`config.mk`:
```
export PLATFORM = sky130hd
export DESIGN_NAME = qar_exec_datapath
export DESIGN_NICKNAME = d
export VERILOG_FILES = /design/src/rtl/qar_exec_datapath.sv
export SDC_FILE = /design/constraint.sdc
export NUM_CORES = 2
export LEC_CHECK = 0
export CAP_MARGIN = 20
export CORE_MARGIN = 3
export CORE_UTILIZATION = 50
export DETAILED_ROUTE_END_ITERATION = 7
export GPL_ROUTABILITY_DRIVEN = 0
export PLACE_DENSITY = 0.67
export SLEW_MARGIN = 20
export SYNTH_ARGS = -nofsm -noshare
export SYNTH_HDL_FRONTEND = slang
export SYNTH_SLANG_ARGS = --single-unit
```
`constraint.sdc`:
```
create_clock -name clk -period 16.3 [get_ports clk]
set_input_delay 3.26 -clock clk [delete_from_list [all_inputs] [get_ports clk]]
set_output_delay 3.26 -clock clk [all_outputs]
set_load 0.05 [all_outputs]
```
`src/rtl/qar_exec_datapath.sv`:
```
// QAR-Core execute datapath: 32x32 register file (1 sync write, 2 async reads)
// plus a combinational RV32I integer ALU.
module qar_exec_datapath (
  input  logic        clk,
  input  logic        rst_n,
  input  logic        rf_we,
  input  logic [4:0]  rf_waddr,
  input  logic [31:0] rf_wdata,
  input  logic [4:0]  rf_raddr1,
  input  logic [4:0]  rf_raddr2,
  output logic [31:0] rf_rdata1,
  output logic [31:0] rf_rdata2,
  input  logic [31:0] alu_op_a,
  input  logic [31:0] alu_op_b,
  input  logic [3:0]  alu_op,
  output logic [31:0] alu_result
);

  localparam int unsigned XLEN = 32;
  localparam int unsigned NREG = 32;
  localparam int unsigned SHW  = 5;

  localparam logic [3:0] OP_ADD  = 4'd0;
  localparam logic [3:0] OP_SUB  = 4'd1;
  localparam logic [3:0] OP_AND  = 4'd2;
  localparam logic [3:0] OP_OR   = 4'd3;
  localparam logic [3:0] OP_XOR  = 4'd4;
  localparam logic [3:0] OP_SLL  = 4'd5;
  localparam logic [3:0] OP_SRL  = 4'd6;
  localparam logic [3:0] OP_SRA  = 4'd7;
  localparam logic [3:0] OP_SLT  = 4'd8;
  localparam logic [3:0] OP_SLTU = 4'd9;

  logic [XLEN-1:0] regs [NREG];
  logic [SHW-1:0]  shamt;

  // Register file: x0 is never written, so it stays at its reset value of zero.
  always_ff @(posedge clk or negedge rst_n) begin
    if (!rst_n) begin
      for (int unsigned i = 0; i < NREG; i++) begin
        regs[i] <= '0;
      end
    end else if (rf_we && (rf_waddr != 5'd0)) begin
      regs[rf_waddr] <= rf_wdata;
    end
  end

  // Reads see the pre-edge value; no write bypass keeps the read->ALU->write loop open.
  always_comb begin
    rf_rdata1 = (rf_raddr1 == 5'd0) ? '0 : regs[rf_raddr1];
    rf_rdata2 = (rf_raddr2 == 5'd0) ? '0 : regs[rf_raddr2];
  end

  assign shamt = alu_op_b[SHW-1:0];

  always_comb begin
    alu_result = '0;
    case (alu_op)
      OP_ADD:  alu_result = alu_op_a + alu_op_b;
      OP_SUB:  alu_result = alu_op_a - alu_op_b;
      OP_AND:  alu_result = alu_op_a & alu_op_b;
      OP_OR:   alu_result = alu_op_a | alu_op_b;
      OP_XOR:  alu_result = alu_op_a ^ alu_op_b;
      OP_SLL:  alu_result = alu_op_a << shamt;
      OP_SRL:  alu_result = alu_op_a >> shamt;
      OP_SRA:  alu_result = XLEN'($signed(alu_op_a) >>> shamt);
      OP_SLT:  alu_result = {{(XLEN-1){1'b0}}, ($signed(alu_op_a) < $signed(alu_op_b))};
      OP_SLTU: alu_result = {{(XLEN-1){1'b0}}, (alu_op_a < alu_op_b)};
      default: alu_result = '0;
    endcase
  end

endmodule

```
* Yosys cells after proc, flatten, opt, wreduce, memory -nomap -nowiden
Cells that the tools add are included.
** Cells by class
- Add/subtract/negate cells :: 2
- Magnitude comparators :: 6
- Eq/ne operators :: 9
- Shifts and indexed selects :: 3
- Muxes and demuxes :: 12
- Bitwise operators :: 6
- Reduce and logical (&&, ||, !) cells :: 6
** Operator list (number)
- $bwmux 1024 :: 1
- $bmux 32 s5 :: 2
- $pmux 32 s10 :: 1
- $mux 32 :: 7
- $demux 32 s5 :: 1
- $lt 32x32->1 :: 2
- $add 32x32->32 :: 1
- $and 32x32->32 :: 1
- $or 32x32->32 :: 1
- $shl 32x5->32 :: 1
- $shr 32x5->32 :: 1
- $sshr 32x5->32 :: 1
- $sub 32x32->32 :: 1
- $xor 32x32->32 :: 1
- $ge 6x6->1 const B :: 3
- $not 5->6 :: 3
- $eq 4x3->1 const B :: 4
- $logic_not 5->1 :: 2
- $eq 4x2->1 const B :: 2
- $eq 4x4->1 const B :: 2
- $lt 6x1->1 const B :: 1
- $reduce_bool 5->1 :: 1
- $eq 4x1->1 const B :: 1
- $logic_not 4->1 :: 1
- $logic_and 1x1->1 :: 2
** Storage, ports and cells
- Bits in registers :: 1024
- Output and inout bits :: 96
- Word-level logic and storage cells :: 76

* Longest topological paths before layout
- Word-level depth :: 6
- Gate-level depth with buffers :: 15
- Mapped depth without buffers :: 14

* Least setup slack after synthesis
OpenSTA, ideal clock, no wires.
- Kind :: input to output
- From :: in alu_op_b[2]
- To :: out alu_result[0]
- Data arrival time :: 7040 ps
- Setup slack :: 6000 ps
- Stages on the path :: 14
- Cells stage by stage :: buf_2 -> clkinv_1 -> buf_1 -> buf_1 -> ha_1 -> nor2b_2 -> o2111ai_1 -> a31o_1 -> and3_1 -> o31a_1 -> o31ai_4 -> a31oi_2 -> nor4_1 -> o31ai_1
** On the way
- Word-level cells in the longest chain between the ends :: 2
- Elaborated cells between the ends (all ways) :: 6
- Classes of those cells :: order compare: 2; shift: 3; mux: 1
** RTL lines
- start: declaration :: line 14 : input logic [31:0] alu_op_b,
- $lt 32x32->1, or another cell as far along :: line 68 : OP_SLTU: alu_result = {{(XLEN-1){1'b0}}, (alu_op_a < alu_op_b)};
- $pmux 32 s10 (*) :: line 58 : case (alu_op)
- end: declaration :: line 16 : output logic [31:0] alu_result
Mark *: on every way between the ends. The rest lies on a longest branch, timed or not.

* Worst setup path after layout
- From :: in alu_op_b[0]
- To :: out alu_result[30]
** On the way
- Word-level cells in the longest chain between the ends :: 2
- Elaborated cells between the ends (all ways) :: 6
- Classes of those cells :: add/sub: 2; shift: 3; mux: 1
** RTL lines
- $sub 32x32->32, or another cell as far along :: line 60 : OP_SUB: alu_result = alu_op_a - alu_op_b;
- $pmux 32 s10 (*) :: line 58
Marked as above.

==> summary.md <==
| Metric | Value |
|---|---|
| Setup WS post-layout | 5080 ps |
| Yosys warnings | 0 |
| Drt wl/cell | 31.0 um |
| Hold Crit Class | reg2reg |
| Drt first pass iters | 7 |
| Busiest layer in global routing | met1 |
| Leak Pwr | 29.3 nW |
| Vias in the first global route | 41700 |
| Routed via count | 41700 |
| Arr. time, crit path | 7960 ps |
| Core Util, Final | 56.2% |
| Synth top area share | 41.4% |
| DRC violations left | 0 |
| Storage cell area | 0.0256 sq mm |
| Mapped cell area | 0.0619 sq mm |
| Critical path class | in2out |
| CTS Root Cell | clkbuf_16 |
| Number of routed nets with antenna violations | 0 |
| Met1 Track Usage GR | 43.9% |
| PortBufs | 213 |
| Core area | 0.122 sq mm |
| Pin count of the biggest net entering global routing | 172 |
| Post-CTS setup buffer count | 0 |
| Drt first-iter violations | 5215 |
| Area leader, netlist | dfrtp_1 |
| EDFF count, synth | 0 |
| Number of core rows | 128 |
| H-tree levels | 3 |
| Multi-input gate area | 0.0342 sq mm |
| Post-cts resize count | 0 |
| Reg2reg setup slack | 15500 ps |
| First-pass GRT wire length | 279 mm |
| Hold path depth | 0 |
| RSZ-0062 raised after global routing | false |
| Synth cell types | 84 |
| Initial Util | 50.6% |
| MaxCap Viol Count | 0 |
| Kind of end point of the critical path | output port |
| TritonCTS clock tree | yes |
| Slew Viols, Final | 0 |
| I/O pins | 214 |
| Final HPWL DP | 107 mm |
| CTS Buffer Depth | 3 |
| Sequential cell area fraction in the yosys report | 41.4% |
| Critical Path RT | 13040 ps |
| Final WL | 188 mm |
| Total Negative Setup Slacks | 0 ps |
| M3 GR Usage | 7.65% |
| R2R depth | 1 |
| Maximum vdd drop | 0.101 mV |
| Crit Path Max Fanout | 87 |
| Ys async rst share | 100% |
| Status | finished, final reports clean |
| # clock sinks | 1024 |
| Total power | 8.13 mW |
| Mapped Nets | 4652 |
| Ranking of synthesized cells by area | dfrtp_1, mux4_2, mux2_2 |
| Most used DFF post-synth | dfrtp_1 |
| Global-route usage over all layers | 29.4% |
| Design area | 0.0688 sq mm |
| Tmin final | 11220 ps |
| Nets | 4559 |
| Commonest cells after routing, fill and taps aside | dfrtp_1, mux2_2, mux4_2 |
| Area Overhead vs Synth | 11.2% |
| Hold Fails Final Rpt | 0 |
| Worst-path clk slew | 60 ps |
| Post-Synthesis Cells | 4435 |
| Largest register FFs | 1024 |
| Top flop regs | regs: 1024 flops |
| Setup WS pre-CTS | 5130 ps |
| Die Area | 0.128 sq mm |
| Vias per cell | 6.87 |
| PD cells | 118 mW/mm^2 |
| Number of fill cells in the layout | 9867 |
| Slew Limit Headroom | 28.0% |
| Final Cycle Share | 68.8% |
| Share of cells above drive strength 1 | 44.8% |
| Syn Area/Cell | 13.9 sq um |
| Critical path launch point type | input pin |
| Final Setup Violations | 0 |
| F_max | 0.0891 GHz |
| Clock skew | 0 ps |
| Placed instance area | 0.0649 sq mm |
| CTS buffer count | 106 |
| Die height | 358 um |
| Most common cell after layout, fill and taps aside | dfrtp_1 |
| Measured slew at the worst slew-check pin | 1080 ps |
| # hold bufs at CTS | 0 |
| Reg with most FFs | regs |
| GRT met2 Usage | 42.5% |
| Worst-skew pair later-pin latency | 690 ps |
| Die Wd | 358 um |
| Grt total ovfl | 0 |
| Yosys reg bits | 1024 |
| Initial antenna violation count | 14 |
## synth_stat cells, types with 23 or more instances
master    count
inv_1        90
mux2_2      994
ha_1         97
nor2_1      234
a21oi_1     125
buf_2        38
o21ai_0     110
nand3_1      31
nor3_1       29
a211oi_1     25
nand2_1     103
buf_1       108
xnor2_1      23
mux2i_1     123
clkbuf_1    318
mux4_2      666
dfrtp_1    1024
## metal layers
| metal | wire [um] | share of wire (%) |
|---|---|---|
| met2 | 82700 | 44 |
| met5 | 153 | 0.081 |
| met3 | 19300 | 10 |
| met4 | 6430 | 3.4 |
| met1 | 79800 | 42 |
## cell type report
type | count | area share [%]
Sequential cell | 1024 | 37.2
Clock inverter | 39 | 0.986
Tap cell | 1625 | 2.96
Multi-Input combinational cell | 2834 | 49.7
Antenna cell | 7 | 0.0255
Clock buffer | 161 | 4.58
Timing Repair Buffer | 279 | 3.95
Inverter | 97 | 0.529
## stage by stage
step / std cells / hold WS, ps
detailed placement: 5858 / 383
global route: 6064 / 409
finish: 6066 / 394
CTS: 6058 / 396
global placement: 5858 / 376
floorplan: 4435 / 441
## power breakdown
group,internal [mW],switching [mW],total [mW]
clock,1.60,1.06,2.66
combinational,1.15,0.965,2.11
sequential,3.03,0.336,3.36
## cell families after synthesis
kind of cell	Yosys count	synth area share, %
AO/OA/AOI/OAI	451	4.74
multiplexers	1783	44.3
flip-flops	1024	41.4
adder cells (fa/ha/maj)	99	2.03
buffers and inverters	577	3.69
AND/OR/NAND/NOR	477	3.45
XOR/XNOR	24	0.340
## worst paths after layout
kind                        startpoint              to
min reg2reg                 regs[1001]      regs[1001]
max                        alu_op_b[0]  alu_result[30]
max in group asynchronous        rst_n       regs[397]
min in group asynchronous        rst_n       regs[964]
max reg2reg                  regs[127]       regs[127]
min                         regs[1001]      regs[1001]
## worst max-delay path, stage by stage
cell and delay (ps):
buf_2 70, buf_4 740, ha_1 330, inv_1 60, fa_1 400, nor2b_2 180
o2111ai_1 290, a31o_1 250, and3_1 250, o31a_1 300, o31ai_4 100, a31oi_2 290
o21ai_2 90, o2111a_1 250, a211oi_2 150, clkdlybuf4s50_1 860
Power figures use the tool's default switching activity.
